===== src/rtl/autotype_sequencer.sv =====
// Scripted boot-key injector: replays a fixed sequence of target-reset and key
// presses after reset or on request, merged with the manual buttons.
//
// state  | meaning
// -------+------------------------------------------------------------
// IDLE   | waiting for auto-start (first clock after reset) or start
// PRESS  | driving the current script entry for PHASE_CYCLES clocks
// GAP    | script outputs released for PHASE_CYCLES clocks
// DONE   | script finished, waiting for start to replay it
module autotype_sequencer #(
    parameter int N_KEYS       = 4,
    parameter int N_STEPS      = 8,
    parameter int PHASE_CYCLES = 2**22,
    parameter logic [N_STEPS*(N_KEYS+2)-1:0] SCRIPT =
        {6'h00, 6'h21, 6'h00, 6'h01, 6'h01, 6'h04, 6'h02, 6'h10},
    parameter bit AUTO_START   = 1'b1,
    parameter bit REPEAT       = 1'b0,
    localparam int SW = (N_STEPS > 1) ? $clog2(N_STEPS) : 1
) (
    input  logic              clk,
    input  logic              reset,
    input  logic              start,
    input  logic              abort,
    input  logic              n_reset_in,
    input  logic [N_KEYS-1:0] keys_in,
    output logic              n_reset_out,
    output logic [N_KEYS-1:0] keys_out,
    output logic              busy,
    output logic              done,
    output logic [SW-1:0]     step
);

    localparam int W  = N_KEYS + 2;
    localparam int TW = (PHASE_CYCLES > 1) ? $clog2(PHASE_CYCLES) : 1;
    localparam logic [TW-1:0] TIMER_LAST = TW'(PHASE_CYCLES - 1);
    localparam logic [SW-1:0] STEP_LAST  = SW'(N_STEPS - 1);

    typedef enum logic [1:0] {
        S_IDLE  = 2'd0,
        S_PRESS = 2'd1,
        S_GAP   = 2'd2,
        S_DONE  = 2'd3
    } state_t;

    state_t        state, state_nxt;
    logic [SW-1:0] step_nxt;
    logic [TW-1:0] timer, timer_nxt;
    logic          auto_pend;
    logic [W-1:0]  entry, entry_nxt;
    logic          timer_done, last_entry, press_nxt;

    assign entry      = SCRIPT[step*W +: W];
    assign entry_nxt  = SCRIPT[step_nxt*W +: W];
    assign timer_done = (timer == TIMER_LAST);
    assign last_entry = entry[W-1] || (step == STEP_LAST);
    assign press_nxt  = (state_nxt == S_PRESS);

    // Next-state, step and phase-timer logic; abort overrides everything.
    always_comb begin
        state_nxt = state;
        step_nxt  = step;
        timer_nxt = timer;
        case (state)
            S_IDLE: begin
                if ((AUTO_START && auto_pend) || start) begin
                    state_nxt = S_PRESS;
                    step_nxt  = '0;
                    timer_nxt = '0;
                end
            end
            S_PRESS: begin
                if (timer_done) begin
                    state_nxt = S_GAP;
                    timer_nxt = '0;
                end else begin
                    timer_nxt = timer + 1'b1;
                end
            end
            S_GAP: begin
                if (timer_done) begin
                    timer_nxt = '0;
                    if (last_entry) begin
                        state_nxt = REPEAT ? S_PRESS : S_DONE;
                        step_nxt  = REPEAT ? '0 : step;
                    end else begin
                        state_nxt = S_PRESS;
                        step_nxt  = step + 1'b1;
                    end
                end else begin
                    timer_nxt = timer + 1'b1;
                end
            end
            S_DONE: begin
                if (start) begin
                    state_nxt = S_PRESS;
                    step_nxt  = '0;
                    timer_nxt = '0;
                end
            end
            default: state_nxt = S_IDLE;
        endcase
        if (abort) begin
            state_nxt = S_IDLE;
            step_nxt  = '0;
            timer_nxt = '0;
        end
    end

    // State registers; outputs are registered from next-state values so they
    // line up with the state, and manual inputs appear one clock later.
    always_ff @(posedge clk or posedge reset) begin
        if (reset) begin
            state       <= S_IDLE;
            step        <= '0;
            timer       <= '0;
            auto_pend   <= 1'b1;
            n_reset_out <= 1'b0;
            keys_out    <= '0;
            busy        <= 1'b0;
            done        <= 1'b0;
        end else begin
            state       <= state_nxt;
            step        <= step_nxt;
            timer       <= timer_nxt;
            auto_pend   <= 1'b0;
            n_reset_out <= n_reset_in & ~(press_nxt & entry_nxt[N_KEYS]);
            keys_out    <= keys_in | (press_nxt ? entry_nxt[N_KEYS-1:0] : '0);
            busy        <= (state_nxt == S_PRESS) || (state_nxt == S_GAP);
            done        <= (state_nxt == S_DONE);
        end
    end

endmodule


===== config.mk =====
export PLATFORM = sky130hd
export DESIGN_NAME = autotype_sequencer
export DESIGN_NICKNAME = d
export VERILOG_FILES = /design/src/rtl/autotype_sequencer.sv
export SDC_FILE = /design/constraint.sdc
export NUM_CORES = 1
export LEC_CHECK = 0
export CAP_MARGIN = 20
export CORE_ASPECT_RATIO = 0.75
export CORE_MARGIN = 2
export CORE_UTILIZATION = 50
export CTS_CLUSTER_DIAMETER = 40
export DETAILED_ROUTE_END_ITERATION = 6
export PLACE_DENSITY = 0.74
export SLEW_MARGIN = 0
export SYNTH_ARGS = -nofsm -noshare
export SYNTH_HDL_FRONTEND = slang
export SYNTH_SLANG_ARGS = --single-unit

===== constraint.sdc =====
create_clock -name clk -period 2.5 [get_ports clk]
set_input_delay 0.5 -clock clk [delete_from_list [all_inputs] [get_ports clk]]
set_output_delay 0.5 -clock clk [all_outputs]
set_load 0.02 [all_outputs]

* Word-level counts from Yosys, hierarchy flattened
Cells that the tools add are included.
Widths: inputs -> output; s select.
** Cells by class
- Reduce and logical (&&, ||, !) cells :: 6
- Mux-type cells :: 19
- $add $sub $neg :: 2
- Shift-type cells :: 2
- Equality and inequality tests :: 10
- Multiply operators :: 2
- Bitwise operators :: 4
** Operators with widths (number)
- $mux 22 :: 4
- $pmux 22 s3 :: 1
- $shiftx 48x7->5 const A :: 1
- $shiftx 48x7->6 const A :: 1
- $add 22x1->22 const B :: 1
- $eq 22x22->1 const B :: 1
- $mux 3 :: 5
- $mux 2 :: 6
- $mul 3x2->5 const B :: 2
- $pmux 3 s3 :: 1
- $eq 2x2->1 const B :: 4
- $pmux 2 s4 :: 1
- $ne 3x3->1 const B :: 2
- $eq 2x1->1 const B :: 2
- $mux 4 :: 1
- $or 4x4->4 :: 1
- $add 3x1->3 const B :: 1
- $eq 3x3->1 const B :: 1
- $logic_or 1x1->1 :: 3
- $and 1x1->1 :: 2
- $logic_not 2->1 :: 1
- $reduce_and 2->1 :: 1
- $reduce_or 2->1 :: 1
- $not 1->1 :: 1
** Storage, ports and cells
- Register bits :: 35
- Word-level logic and storage cells :: 53

* Longest topological paths before layout
Gate-level depths: netlist of run 1.
- Depth after elaboration :: 12
- Depth in mapped cells :: 12
- Mapped depth without buffers :: 12

* Worst setup path after synthesis of run 1
No wires, ideal clock.
- Path kind :: register to register
- Start :: reg timer[16]
- End :: reg keys_out[0]
- Arrival time :: 2.524 ns
- Setup slack :: -0.101 ns
- Path buffers :: 1
- Setup time :: 0.077 ns
- Cell stages (with the launch flop) :: 11
- Data required time :: 2.423 ns
- Cells stage by stage :: dfrtp_1 > nand4_2 > or4_4 > buf_6 > nor3_1 > o21ai_0 > a211oi_1 > ha_1 > inv_1 > o41a_1 > o21ai_1
** RTL lines
- start: declaration :: RTL line 47 : logic [TW-1:0] timer, timer_nxt;
- start signal: assignment :: RTL line 124 : timer <= timer_nxt;
- $eq 22x22->1 (*) :: RTL line 54 : assign timer_done = (timer == TIMER_LAST);
- $mux 2 (on tied branches) :: RTL line 80, 72
- $pmux 2 s4 (*) :: RTL line 63 : case (state)
- $mux 2 (*) :: RTL line 102 : if (abort) begin
- net state_nxt[0] :: RTL line 45 : state_t state, state_nxt;
- $eq 2x1->1 (*) :: RTL line 56 : assign press_nxt = (state_nxt == S_PRESS);
- $mux 4 (*) :: RTL line 127 : keys_out <= keys_in | (press_nxt ? entry_nxt[N_KEYS-1:0] : '0);
- $or 4x4->4 (*) :: RTL line 127
- end signal: assignment :: RTL line 127
- end: declaration :: RTL line 27 : output logic [N_KEYS-1:0] keys_out,
Mark *: on every way through the listed nets, which the timed path passes. The rest lies on a longest branch.
A chain may end at the register's enable or synchronous reset.

* Worst setup path in the final report of run 1
- Start :: reg timer[15]
- End :: reg keys_out[0]
** On the way
- Word-level cells in the longest chain between the ends :: 8
** RTL lines
- $eq 22x22->1 (*) :: RTL line 54
- $mux 3 :: RTL line 80 : if (timer_done) begin
- $pmux 3 s3 :: RTL line 63
- $mux 3 :: RTL line 102
- $mul 3x2->5 :: RTL line 53 : assign entry_nxt = SCRIPT[step_nxt*W +: W];
- $shiftx 48x7->5 :: RTL line 53
- $mux 4 (*) :: RTL line 127
- $or 4x4->4 (*) :: RTL line 127
Mark *: on every way between the ends. The rest lies on a longest branch, timed or not.

==> out/metrics.yaml, run 1 <==
run_status:
  status: "finished clean"
global_route:
  grt-ovfl-total: 0
  met2_usage: 0.3112
  grt_pass1_vias: 1590
  grt_use_met1: 0.3333
  use_met3: 0.04984
  grt_busiest_layer: "met1"
  grt_pass1_wl_mm: 7.603
  grt.total_usage: 0.2246
  grt_max_degree: 36
  antenna_found_initial: 0
layout:
  n_antenna_cell: 0
  final_area_um2: 2514
  seq_area_um2: 877.1
  final_common_cell: "dfrtp_1"
  final_nets: 276
  fin_util: 0.6778
  multi_input_area_um2: 1026
  syn_to_final_growth_pct: 28.62
  drive_above_1_share: 0.2016
  fill_cells: 321
  final_cell_mix: "34 x dfrtp_1, 32 x buf_4, 23 x nor2_1"
sta:
  min_period_ns: 2.416
  finalSetupViolCount: 0
  worst_pin_slew_ns: 0.6918
  max_slew_margin: 0.5352
  slew_viol_final: 0
  hold_violations: 0
  finalCritPeriodShare: 0.9663
  max_freq_ghz: 0.4139
  finClkSkew_ns: 0.007831
  rsz0062_at_grt: "true"
die:
  core_area_um2: 3709
  num_rows: 19
  die_area_um2: 4430
  die_y_um: 58.15
  die_w_um: 76.19
  initial_core_util: 0.5270
  ios: 19
worst_hold_path:
  hold_path.class: "register to register"
  min_path_cells: 1
setup_path:
  reg2reg_depth: 10
  cp_num_cells: 10
  reg2reg_from: "timer[15]"
  critPathMaxStageDelay_ns: 0.56
  crit_fanout: 4
  critPathLaunch: "timer[15]"
  path_buf_inv: 1
  cp_top_family: "compound AO/OA/AOI/OAI gates"
  crit_path_top_delay_cell: "or4_4"
  crit_type: "register to register"
  cp.required_ns: 2.72
  cp-endpoint: "keys_out[0]"
  regToRegEndpoint: "keys_out[0]"
  endpoint_kind: "register"
  path_cells: "nand3_1 > or4_4 > o21ai_2 > a21o_1 > o21a_1 > o32a_1 > ha_2 > inv_2 > o41a_1 > o21ai_1"
  critPathLaunchType: "register"
  worstPathArrival_ns: 2.63
  r2r_setup_slack_ns: 0.08
synthesis:
  synth_flop_cell: "dfrtp_1"
  synth.mux.area_fraction: 0
  synthCells: 208
  yosysWarnings: 0
  synth_compound_area_frac: 0.1786
  synth_edf_count: 0
  synth_xor_area_frac: 0.04930
  syn_nets: 227
  synth_area_per_cell_um2: 9.396
  async_reset_ff_frac: 1.000
  yosys.area_share.simple: 0.2119
  ys_types: 48
  synthAdderAreaFrac: 0.06402
  ys_ff_latch: 35
  netlist_area_um2: 1954
  synth_top_family_by_area: "simple AND/OR/NAND/NOR gates"
  ys_seq_area_frac: 0.4488
clock_tree:
  htree_levels: 2
  clock_latency_ns: 0.29
  clockRootBuffer: "clkbuf_8"
  cts_num_sinks: 35
  cts_max_path_buffers: 2
  tritoncts: "done"
  numCtsBuffers: 5
  clk_pin_slew_worst_paths_ns: 0.07
placement:
  io_buffers: 18
  dpl_cell_area_um2: 2349
  place_congestion: 0.8496
  dpl.hpwl_mm: 3.167
detailed_routing:
  drt_iter0_markers: 119
  drc_errors: 0
  drtPass1Iterations: 4
  drt.antenna.violating_nets: 0
  vias: 1683
  drt_wl_total_mm: 4.434
  wire_per_inst_um: 14.30
  viasPerCell: 5.429
run:
  maxCapViolCount: 0
power_and_ir_drop:
  p_per_area_nw_per_um2: 442.0
  ir_drop_uv: 381.0
  leakagePower_nw: 1.096
-- final cells by class --
| class | instances | share of cell area |
|---|---|---|
| flip-flops and latches | 35 | 0.3489 |
| repair buffers | 50 | 0.1672 |
| clock buffers | 8 | 0.03186 |
| inverters | 12 | 0.01792 |
| well taps | 52 | 0.02588 |
| multi-input cells | 153 | 0.4082 |
-- kinds of logic (layout without fill, tap and decap cells) --
family                   after synthesis  in the layout
XOR/XNOR                              11             11
AND/OR/NAND/NOR                       79             79
flip-flops                            35             35
buffers and inverters                 20             70
other                                  1              1
adder cells (fa/ha/maj)               10             10
AO/OA/AOI/OAI                         52             52
-- metal layers --
| layer | wire, um | up-vias |
|---|---|---|
| li1 | - | 837 |
| met1 | 2273 | 786 |
| met2 | 1817 | 54 |
| met3 | 276 | 6 |
| met4 | 65 | 0 |
| met5 | 0 | - |
-- worst min path at each step --
stage	start	end	slack (ns)
finish	timer[20]	timer[20]	0.51
detailed placement	timer[20]	timer[20]	0.50
global placement	timer[20]	timer[20]	0.47
floorplan	timer[20]	timer[20]	0.45
global route	timer[3]	timer[3]	0.55
CTS	timer[20]	timer[20]	0.51
-- power by group --
group          internal, mW  total (mW)  leakage [nW]  switching (mW)
clock network         0.198       0.388        0.0395           0.191
logic                0.0647       0.139         0.585          0.0741
registers             0.578       0.584         0.472         0.00599
-- stage by stage --
stage          cells  power (mW)   TNS, ns  setup slack [ns]  hold WS (ns)
3_5_place_dp     295      0.7219  -0.01314          -0.01166        0.5012
5_1_grt          310       1.168  -0.02691          -0.02545        0.5498
4_1_cts          304       1.111         0           0.01516        0.5086
3_3_place_gp     295      0.7222         0           0.05842        0.4686
6_report         310       1.111         0           0.08423        0.5102
2_1_floorplan    208      0.6657         0          0.003261        0.4505
-- flip-flops by register name (all words and copies together), names as in the netlist --
| name | flops |
|---|---|
| state | 2 |
| done | 1 |
| timer | 22 |
| keys_out | 4 |
| busy | 1 |
| n_reset_out | 1 |
| auto_pend | 1 |
| step | 3 |
-- cells in the mapped netlist, drive strengths merged, types with 4 or more instances --
master | n | area, um^2
nor2 | 23 | 86.33
clkbuf | 4 | 15.01
nand3 | 11 | 55.05
inv | 12 | 45.04
nand2b | 5 | 31.28
nand2 | 11 | 41.29
a31oi | 6 | 52.55
ha | 10 | 125.1
o21ai | 23 | 115.1
nor3 | 5 | 25.02
dfrtp | 34 | 850.8
buf | 4 | 28.78
nand4 | 6 | 43.79
xor2 | 10 | 87.58
-- repair_timing --
| item | CTS | global route |
|---|---|---|
| setup endpoints to repair | 2 | 14 |
| hold endpoints to repair | 0 | 0 |
| resized for setup | 3 | 9 |
| buffers inserted | 1 | 6 |
| cloned | 0 | 0 |
| pin swaps | 0 | 11 |
| hold buffers | 0 | 0 |
(Power assumes the default switching activity.)
==> run 2, diff against run 1 <==
--- a/config.mk
+++ b/config.mk
@@ -5,12 +5,12 @@
 export SDC_FILE = /design/constraint.sdc
 export NUM_CORES = 1
 export LEC_CHECK = 0
-export CAP_MARGIN = 20
 export CORE_ASPECT_RATIO = 0.75
 export CORE_MARGIN = 2
 export CORE_UTILIZATION = 50
 export CTS_CLUSTER_DIAMETER = 40
 export DETAILED_ROUTE_END_ITERATION = 6
+export GPL_ROUTABILITY_DRIVEN = 0
 export PLACE_DENSITY = 0.74
 export SLEW_MARGIN = 0
 export SYNTH_ARGS = -nofsm -noshare
==> results of run 2 <==
Same layout as run 1: the final DEF is identical, and so are final timing and power.
==> run 3, diff against run 2 <==
--- a/config.mk
+++ b/config.mk
@@ -5,13 +5,15 @@
 export SDC_FILE = /design/constraint.sdc
 export NUM_CORES = 1
 export LEC_CHECK = 0
+export CELL_PAD_IN_SITES_DETAIL_PLACEMENT = 1
+export CELL_PAD_IN_SITES_GLOBAL_PLACEMENT = 2
 export CORE_ASPECT_RATIO = 0.75
 export CORE_MARGIN = 2
-export CORE_UTILIZATION = 50
+export CORE_UTILIZATION = 32
 export CTS_CLUSTER_DIAMETER = 40
 export DETAILED_ROUTE_END_ITERATION = 6
 export GPL_ROUTABILITY_DRIVEN = 0
-export PLACE_DENSITY = 0.74
+export PLACE_DENSITY_LB_ADDON = 0.1
 export SLEW_MARGIN = 0
 export SYNTH_ARGS = -nofsm -noshare
 export SYNTH_HDL_FRONTEND = slang
==> run 3 against run 2 <==
  * Clock-buffer cell count stayed put
  * Sequential power hardly changed
  * Maximum frequency hardly changed
  * Setup slack better by 0.0022 ns
  * Wire length is 28% higher
  * Non-clock buffer count is 11 higher
  * Clock skew hardly changed
  * Die area is 52% higher
  * Via count is 5.2% higher
  * Global-route usage is 4.0 points lower
  * Core utilization is 22 points lower
==> out/metrics.yaml, run 3 (synthesis results as in run 1) <==
run_status:
  status: "finished clean"
die:
  core_area_um2: 5856  # +58%
  initial_core_util: 0.3338  # -0.1932
  ios: 19  # unchanged
  die_w_um: 94.24  # +24%
  die_area_um2: 6755  # +52%
  num_rows: 24  # +5
  die_y_um: 71.68  # +23%
sta:
  max_freq_ghz: 0.4143  # about the same
  finClkSkew_ns: 0.007512  # -0.0003195 ns
  rsz0062_at_grt: "true"
  hold_violations: 0  # unchanged
  worst_pin_slew_ns: 0.7239  # +0.03205 ns
  slew_viol_final: 0  # unchanged
  fin_ws_ns: 0.08648  # +0.002245 ns
  finalCritPeriodShare: 0.9654  # about the same
  max_slew_margin: 0.5137  # -0.02153
  min_period_ns: 2.414  # -0.002245 ns
  setup_tns_ns: 0  # unchanged
  finalSetupViolCount: 0  # unchanged
  whs_ns: 0.4931  # -0.01712 ns
setup_path:
  crit_path_top_delay_cell: "or4_4"
  critPathLaunchType: "register"
  crit_fanout: 4  # unchanged
  critPathLaunch: "timer[19]"
  reg2reg_from: "timer[19]"
  cp_top_family: "simple AND/OR/NAND/NOR gates"
  regToRegEndpoint: "keys_out[0]"
  reg2reg_depth: 9  # -1
  cp.required_ns: 2.72  # about the same
  critPathMaxStageDelay_ns: 0.58  # +0.02 ns
  path_cells: "nand4_2 > or4_4 > nor3_4 > o21ai_2 > a211oi_2 > ha_4 > inv_2 > o41a_1 > o21ai_1"
  endpoint_kind: "register"
  crit_type: "register to register"
  r2r_setup_slack_ns: 0.09  # about the same
  path_buf_inv: 1  # unchanged
  worstPathArrival_ns: 2.63  # about the same
power_and_ir_drop:
  ir_drop_uv: 204.2  # -46%
  p_per_area_nw_per_um2: 422.0  # -4.5%
  leakagePower_nw: 1.166  # +6.3%
detailed_routing:
  drc_errors: 0  # unchanged
  drt_iter0_markers: 70  # -41%
  drt.antenna.violating_nets: 0  # unchanged
  viasPerCell: 5.104  # -6.0%
  vias: 1771  # +5.2%
  wire_per_inst_um: 16.41  # +15%
  drt_wl_total_mm: 5.695  # +28%
  drtPass1Iterations: 4  # unchanged
clock_tree:
  htree_levels: 2  # unchanged
  clockRootBuffer: "clkbuf_8"
  ctsHoldBuffers: 0  # unchanged
  cts_max_path_buffers: 2  # unchanged
  clk_pin_slew_worst_paths_ns: 0.07  # about the same
  cts_num_sinks: 35  # unchanged
  clock_latency_ns: 0.29  # about the same
  numCtsBuffers: 5  # unchanged
  tritoncts: "done"
global_route:
  grt_pass1_wl_mm: 9.487  # +25%
  grt_max_degree: 19  # -47%
  antenna_found_initial: 0  # unchanged
  grt_pass1_vias: 1867  # +17%
  grt.total_usage: 0.1841  # -0.04047
  grt-ovfl-total: 0  # unchanged
layout:
  top_regs: "timer: 22 flops, keys_out: 4 flops, step: 3 flops"
  multi_input_area_um2: 1087  # +6.0%
  final_cell_mix: "41 x buf_4, 34 x dfrtp_1, 23 x nor2_1"
  drive_above_1_share: 0.2602  # +0.05867
  syn_to_final_growth_pct: 38.03
  regMostFlops: "timer"
  final_common_cell: "buf_4"
  largest_reg_flops: 22  # unchanged
  finalNonFillerCells: 347  # +12%
  seq_area_um2: 877.1  # unchanged
  n_antenna_cell: 0  # unchanged
  fill_cells: 672  # +110%
  final_nets: 287  # +4.0%
worst_hold_path:
  hold_start: "timer[20]"
  min_path_cells: 1  # unchanged
  worstHoldEndpoint: "timer[20]"
  hold_path.class: "register to register"
placement:
  dp_cells: 328  # +11%
  place_ws_ns: -0.1260  # -0.1143 ns
  dpl.hpwl_mm: 4.240  # +34%
  io_buffers: 18  # unchanged
run:
  maxCapViolCount: 0  # unchanged
[run 3: cell count changes in the layout (fill, tap and decap cells not counted), moves of 2 or more]
cell	previous run	this run
buf_4	32	41
nand3_1	11	9
o21ai_1	3	1
buf_6	0	2
[run 3: final cells by class]
cell class / count / share of cell area
flip-flops and latches: 35 / 0.3251
inverters: 12 / 0.01670
repair buffers: 61 / 0.1892
clock buffers: 8 / 0.02968
well taps: 78 / 0.03618
multi-input cells: 153 / 0.4031
[run 3: worst max path at each step]
stage          slack [ns]           to  cells past startpoint
2_1_floorplan       0.003  keys_out[0]                     11
3_3_place_gp         0.03  keys_out[0]                      9
3_5_place_dp        -0.13  keys_out[0]                      9
4_1_cts             0.002  keys_out[0]                     10
5_1_grt             -0.04  keys_out[0]                      9
6_report             0.09  keys_out[0]                      9
[run 3: what timing repair did]
action,in CTS,in global routing
cloned,0,0
pin swaps,11,11
gates resized for setup,11,13
buffers inserted,5,6
endpoints found under the setup margin,4,18
[run 3: stage by stage]
stage	util	total power [mW]	area [um^2]
after floorplan	-	0.6657	1959
after global placement	0.4156	0.7303	2434
after detailed placement	0.4156	0.7348	2434
after CTS	0.4423	1.144	2590
after global routing	0.4607	1.197	2698
final	0.4607	1.138	2698
[run 3: layer usage]
layer | global-route usage | share of wire
met1 | 0.2720 | 0.52
met2 | 0.2778 | 0.45
met3 | 0.03785 | 0.020
met4 | 0.04348 | 0.010
met5 | 0 | 0
[run 3: report_power, final]
group | internal, mW | switching [mW] | leakage (nW)
clock | 0.198 | 0.199 | 0.0395
combinational | 0.0720 | 0.0847 | 0.655
sequential | 0.578 | 0.00684 | 0.472
[run 3: worst reg2reg max path: stages, from the launching register on]
cell,delay [ns]
dfrtp_1,0.37
nand4_2,0.13
or4_4,0.58
nor3_4,0.23
o21ai_2,0.09
a211oi_2,0.32
ha_4,0.19
inv_2,0.04
o41a_1,0.31
o21ai_1,0.08
